File: src/rtl/cook_timer_dp.sv
// Microwave cook-time datapath: MM:SS edit via debounced up/down presses while idle,
// 1 Hz countdown while run is high, and a one-cycle finish pulse on reaching 00:00.
module cook_timer_dp #(
    parameter int TICK_DIV = 100_000_000,
    parameter int MAX_MIN  = 59
) (
    input  logic       clk,
    input  logic       rst,
    input  logic [1:0] btn,
    input  logic [1:0] sel,
    input  logic       run,
    output logic [5:0] min,
    output logic [5:0] sec,
    output logic       finish
);
    localparam int            PW       = (TICK_DIV > 1) ? $clog2(TICK_DIV) : 1;
    localparam logic [PW-1:0] PS_LAST  = PW'(TICK_DIV - 1);
    localparam logic [5:0]    MIN_LAST = 6'(MAX_MIN);
    localparam logic [5:0]    SEC_LAST = 6'd59;

    logic [1:0]    btn_prev;
    logic [1:0]    press;
    logic          up;
    logic          dn;
    logic [PW-1:0] presc;
    logic          tick;
    logic [5:0]    min_next;
    logic [5:0]    sec_next;
    logic          fin_next;

    // Simultaneous up and down presses cancel each other.
    assign press = btn & ~btn_prev;
    assign up    = press[1] & ~press[0];
    assign dn    = press[0] & ~press[1];
    assign tick  = run && (presc == PS_LAST);

    always_ff @(posedge clk or posedge rst) begin
        if (rst) btn_prev <= '0;
        else     btn_prev <= btn;
    end

    // Held at zero while idle so a resumed countdown always waits a full period.
    always_ff @(posedge clk or posedge rst) begin
        if (rst)               presc <= '0;
        else if (!run || tick) presc <= '0;
        else                   presc <= presc + 1'b1;
    end

    always_comb begin
        min_next = min;
        sec_next = sec;
        fin_next = 1'b0;
        if (run) begin
            if (tick) begin
                if (sec != 6'd0) begin
                    sec_next = sec - 6'd1;
                end else if (min != 6'd0) begin
                    min_next = min - 6'd1;
                    sec_next = SEC_LAST;
                end
                // Result is 00:00 either by reaching it or by holding there.
                fin_next = (min == 6'd0) && (sec <= 6'd1);
            end
        end else begin
            case (sel)
                2'b10: begin
                    if (up)      min_next = (min == MIN_LAST) ? 6'd0 : min + 6'd1;
                    else if (dn) min_next = (min == 6'd0) ? MIN_LAST : min - 6'd1;
                end
                2'b01: begin
                    if (up)      sec_next = (sec == SEC_LAST) ? 6'd0 : sec + 6'd1;
                    else if (dn) sec_next = (sec == 6'd0) ? SEC_LAST : sec - 6'd1;
                end
                default: ;
            endcase
        end
    end

    always_ff @(posedge clk or posedge rst) begin
        if (rst) begin
            min    <= 6'd0;
            sec    <= 6'd0;
            finish <= 1'b0;
        end else begin
            min    <= min_next;
            sec    <= sec_next;
            finish <= fin_next;
        end
    end

endmodule

File: config.mk
export PLATFORM = sky130hd
export DESIGN_NAME = cook_timer_dp
export DESIGN_NICKNAME = d
export VERILOG_FILES = /design/src/rtl/cook_timer_dp.sv
export SDC_FILE = /design/constraint.sdc
export NUM_CORES = 1
export LEC_CHECK = 0
export ABC_AREA = 1
export CORE_ASPECT_RATIO = 0.75
export CORE_UTILIZATION = 30
export DETAILED_ROUTE_END_ITERATION = 8
export GPL_ROUTABILITY_DRIVEN = 0
export PLACE_DENSITY = 0.48
export RECOVER_POWER = 100
export SYNTH_ARGS = -nofsm -noshare
export SYNTH_HDL_FRONTEND = slang
export SYNTH_SLANG_ARGS = --single-unit
File: constraint.sdc
create_clock -name clk -period 1.4 [get_ports clk]
set_input_delay 0.14 -clock clk [delete_from_list [all_inputs] [get_ports clk]]
set_output_delay 0.14 -clock clk [all_outputs]
set_load 0.005 [all_outputs]
# == Yosys cells after proc, flatten, opt, wreduce, memory -nomap -nowiden ==
# Cells that the tools add are included.
# word_totals
elab_cells,60
output_inout_bits,13
in_bits,7
register_bits,42
# op_classes
order_cmp,1
n_mux,21
reduce_logical,13
eq_ne,9
bitwise_logic,6
addsub,5
# op_table
operator,count
$mux W6,18
$add A27 B1 Y27 const B,1
$eq A27 B27 Y1 const B,1
$mux W27,1
$add A6 B1 Y6 const B,2
$eq A6 B6 Y1 const B,2
$logic_not A6 Y1,2
$reduce_bool A6 Y1,2
$sub A6 B1 Y6 const B,2
$le A6 B1 Y1 const B,1
$reduce_and A5 Y1,1
$ne A2 B1 Y1 const B,2
$reduce_and A4 Y1,1
$reduce_bool A2 Y1,2
$ne A3 B1 Y1 const B,1
$reduce_bool A3 Y1,1
$and A1 B1 Y1,2
$and A2 B2 Y2,1
$eq A2 B1 Y1 const B,1
$eq A2 B2 Y1 const B,1
$logic_and A1 B1 Y1,2
$mux W1,2
$ne A2 B2 Y1 const B,1
$not A1 Y1,2
other kinds (3),3

# == Logic depth before layout (Yosys ltp) ==
# depth
word_depth,8
ltp_mapped,11
ltp_nobuf,11

# == Worst setup path before layout ==
# Ideal clock, no wire load.
# synth_timing
path_type,reg-to-reg
startpoint,reg min[0]
endpoint,reg sec[0]
t_arrival_ns,1.366
stages_incl_launch_ff,11
setup_ns,0.124
synth_period_minus_slack_ns,1.490
path_slack_ns,-0.090
required_ns,1.276
n_path_buf,0
path_cell_list,dfrtp_1 > inv_1 > ha_1 > nand2_1 > nor2_2 > nand2_1 > o21ai_1 > nor2_2 > nand2_4 > nand2_1 > o21ai_1
# synth_between
elab_chain_cells,3
# synth_rtl
element,line_no,text
"start, declared",12,"output logic [5:0] min,"
"start signal, assigned",85,min <= min_next;
$reduce_bool A6 Y1,57,end else if (min != 6'd0) begin
$ne A3 B1 Y1 (no line),-,
$reduce_and A4 Y1 (no line),-,
"end signal, assigned",86,sec <= sec_next;
"end, declared",13,"output logic [5:0] sec,"
# Every way passes these cells.
# A chain may end at the register's enable or synchronous reset.

# == Worst setup path in the final report ==
# layout_timing
startpoint,in btn[1]
endpoint,reg sec[2]
# layout_between
elab_chain_cells,5
elab_cells_between_ends,9
cone_classes,3 x mux; 4 x bitwise; 2 x reduce/logical
# layout_rtl
element,line_no,text
"start, declared",9,"input logic [1:0] btn,"
$and A2 B2 Y2 *,32,assign press = btn & ~btn_prev;
$not A1 Y1 or $and A1 B1 Y1 (tied branches),"34, 33",
$and A1 B1 Y1 or $mux W6 (tied branches),"34, 71",
$reduce_bool A3 Y1 (no line) or $mux W6 (tied branches),-,
$reduce_and A4 Y1 (no line) or $mux W6 (tied branches),-,
# Mark *: on every way between the ends. The rest lies on a longest branch, timed or not. The select of a mux whose other input is x is not followed.

==> results.json <==
{
  "cts_hold_buffers": 0,
  "slowest_stage": "dlygate4sd3_1",
  "peakVddDrop_v": 0.000627,
  "rsz0062_at_grt": "yes",
  "sw_frac_of_total": 0.378,
  "clock_latency_ns": 0.29,
  "clk_pin_slew_ns": 0.06,
  "cts_max_path_buffers": 2,
  "slowest_delay_ns": 0.55,
  "nets": 561,
  "wire_per_inst_um": 13.5,
  "grt_max_degree": 24,
  "finalMaxSlewViolations": 0,
  "cts-root-buf": "clkbuf_16",
  "violations": "negative setup slack",
  "detail-route-antenna-nets": 0,
  "core_um2": 9700,
  "ys_types": 41,
  "drtIter0Drc": 156,
  "gr-total-overflow": 0,
  "combinationalPowerShare": 0.527,
  "tightestPinTransition_ns": 0.531,
  "area.growth.synth_to_final_pct": 53.3,
  "grt_pass1_vias": 3033,
  "die_area_um2": 10500,
  "initial_core_util": 0.311,
  "hold_class": "input port to async pin",
  "yosysSeqAreaShare": 0.349,
  "vias": 3160,
  "layout-drive-gt1-share": 0.378,
  "status": "finished, violations left",
  "grt_use_total": 0.185,
  "antenna_found_initial": 0,
  "holdWs_ns": 0.306,
  "finalHoldViolations": 0,
  "worst_slack_ns": -0.149,
  "rows": 31,
  "synth_top_area_cell": "dfrtp_1",
  "switching_power_w": 0.00214,
  "cts_made_buffers": 5,
  "firstDrtPassIters": 4,
  "io_pins": 20,
  "clkSinkCount": 42,
  "synth_warnings": 0,
  "timing.final.crit_share": 1.11,
  "rrSetupSlack_ns": -0.13,
  "crit_arrival_ns": 1.73,
  "place_ws_ns": -0.269,
  "syn_nets": 424,
  "synth.cell_area_um2": 3020,
  "synth_area_per_cell_um2": 7.37,
  "syn_inst": 409,
  "die_w_um": 118,
  "end_kind": "flop",
  "cts_tree": "done",
  "setup_viol": 40,
  "drc": 0,
  "hpwl_mm": 6.68,
  "diodes": 0,
  "cellLeakagePower_nw": 2.19,
  "start_kind": "input port",
  "die_h_um": 88.8,
  "max_freq_mhz": 646,
  "drv_cap": 0,
  "crit_type": "input port to flop",
  "port-buffer-count": 19,
  "power_density_nw_per_um2": 1220,
  "seqPwrFrac": 0.268,
  "h-tree-depth": 2,
  "power_frac_clock": 0.206,
  "worstPathMaxFanout": 3,
  "crit_chain": "dlygate4sd3_1 -> nand2_1 -> inv_1 -> nand2_2 -> nand2_2 -> a31oi_1 -> nor2_4 -> buf_6 -> nand3_2 -> nand2_1",
  "finalCriticalPeriod_ns": 1.55,
  "yosysTopAreaCellShare": 0.349,
  "via_per_inst": 4.65,
  "synth.area.top_cells": "dfrtp_1 35%, nand2_1 12%, nor2_1 6.7%",
  "intPower_w": 0.00351,
  "grt_pass1_wl_mm": 15.1,
  "cp.required_ns": 1.59,
  "finClkSkew_ns": 0.00683,
  "drt-total-wl_mm": 9.20,
  "tns_ns": -3.58,
  "slew_headroom": 0.646,
  "synth-seq-cells": 42
}
## cell type report
cell class	count	area, µm²
clock buffer	8	136
sequential	42	1050
multi-input combinational	312	1990
inverter	49	189
timing repair buffer	136	1090
tap	132	165
fill	983	5070
## metal layers
metal | share of wire | vias to the layer above | track usage
met4 | 0.0087 | 0 | 0.0385
met2 | 0.43 | 63 | 0.277
met5 | 0 | - | 0
met1 | 0.51 | 1477 | 0.270
met3 | 0.057 | 9 | 0.0406
li1 | - | 1611 | -
## what timing repair did
item / CTS / global route
buffers inserted: 17 / 4
cloned: 1 / 0
gates resized for setup: 54 / 20
pin swaps: 13 / 18
setup endpoints to repair: 52 / 41
## per-stage QoR
step | area (µm²) | instances | power [W] | util
floorplan | 3080 | 409 | 0.00301 | -
global placement | 4130 | 649 | 0.00419 | 0.426
detailed placement | 4130 | 649 | 0.00420 | 0.426
CTS | 4570 | 675 | 0.00566 | 0.471
global route | 4620 | 679 | 0.00606 | 0.477
finish | 4620 | 679 | 0.00564 | 0.477
## cells by family after synthesis
kind of cell               count (synthesis)  synth area share
and+or+nand+nor                          251             0.414
xor gates and xnor gates                  22            0.0639
AOI/OAI and AO/OA                         30            0.0606
DFF                                       42             0.349
buffers and inverters                     56            0.0801
adders and majority gates                  8            0.0332
## synthesized netlist by cell type, drive strengths merged
cell type,n
nand3,38
xnor2,9
o2111ai,1
o21bai,1
and3,1
nor3b,6
nor3,18
inv,48
ha,8
buf,7
nor4,2
a22oi,1
nand4,14
clkinv,1
a21oi,7
a31oi,2
o22ai,1
a211oi,1
o21ai,15
nor2,67
dfrtp,42
o21a,1
xor2,13
nand2,105
## final timing paths
kind	startpoint	endpoint	cells after the start
setup reg to reg	presc[0]	sec[4]	11
hold / removal	rst	min[5]	2
max in group asynchronous	rst	presc[8]	3
hold reg to reg	presc[7]	presc[7]	2
setup / recovery	btn[1]	sec[2]	10
min in group clk	btn[1]	btn_prev[1]	1
## placed cells by master, fill, tap and decap left out, types with 2 or more instances in the layout
cell type	synthesis	routed
buf_4	2	102
nand2_1	99	87
nor2_1	54	49
inv_1	45	41
dfrtp_1	42	39
nand3_1	34	31
nand4_1	13	13
xor2_1	13	13
nand2_2	2	11
nor2_2	9	11
dlygate4sd2_1	0	11
nor3_2	2	10
xnor2_1	9	9
nor2_4	4	7
inv_2	3	7
o21ai_0	9	7
a21oi_1	7	7
buf_6	1	7
clkbuf_1	0	6
nand3_2	3	5
nand2_4	3	5
nor3_1	15	5
nor3b_2	2	5
clkbuf_16	0	5
o21ai_2	1	4
o21ai_1	5	4
ha_2	0	4
dlygate4sd3_1	0	4
nand2_8	1	3
nor3_4	1	3
ha_1	8	3
clkdlybuf4s50_1	0	3
dfrtp_2	0	3
nand3_4	1	2
a31oi_1	2	2
buf_12	0	2
clkbuf_2	0	2
## worst max-delay path: cells and delay by family
family / cells / cell delay [ns]
buf+inv: 3 / 0.78
compound gates: 1 / 0.29
simple gates: 6 / 0.52
## state kept, by name, summed over array words and instances, names as in the netlist
signal	flops
btn_prev	2
finish	1
sec	6
presc	27
min	6
## power by group through the flow
stage / registers, W / clock network [W] / logic, W
after floorplan: 0.00162 / 0 / 0.00139
after global placement: 0.00152 / 0 / 0.00266
after detailed placement: 0.00153 / 0 / 0.00267
after CTS: 0.00152 / 0.00120 / 0.00294
after global routing: 0.00154 / 0.00124 / 0.00328
final: 0.00151 / 0.00116 / 0.00297
(Power assumes the default switching activity.)
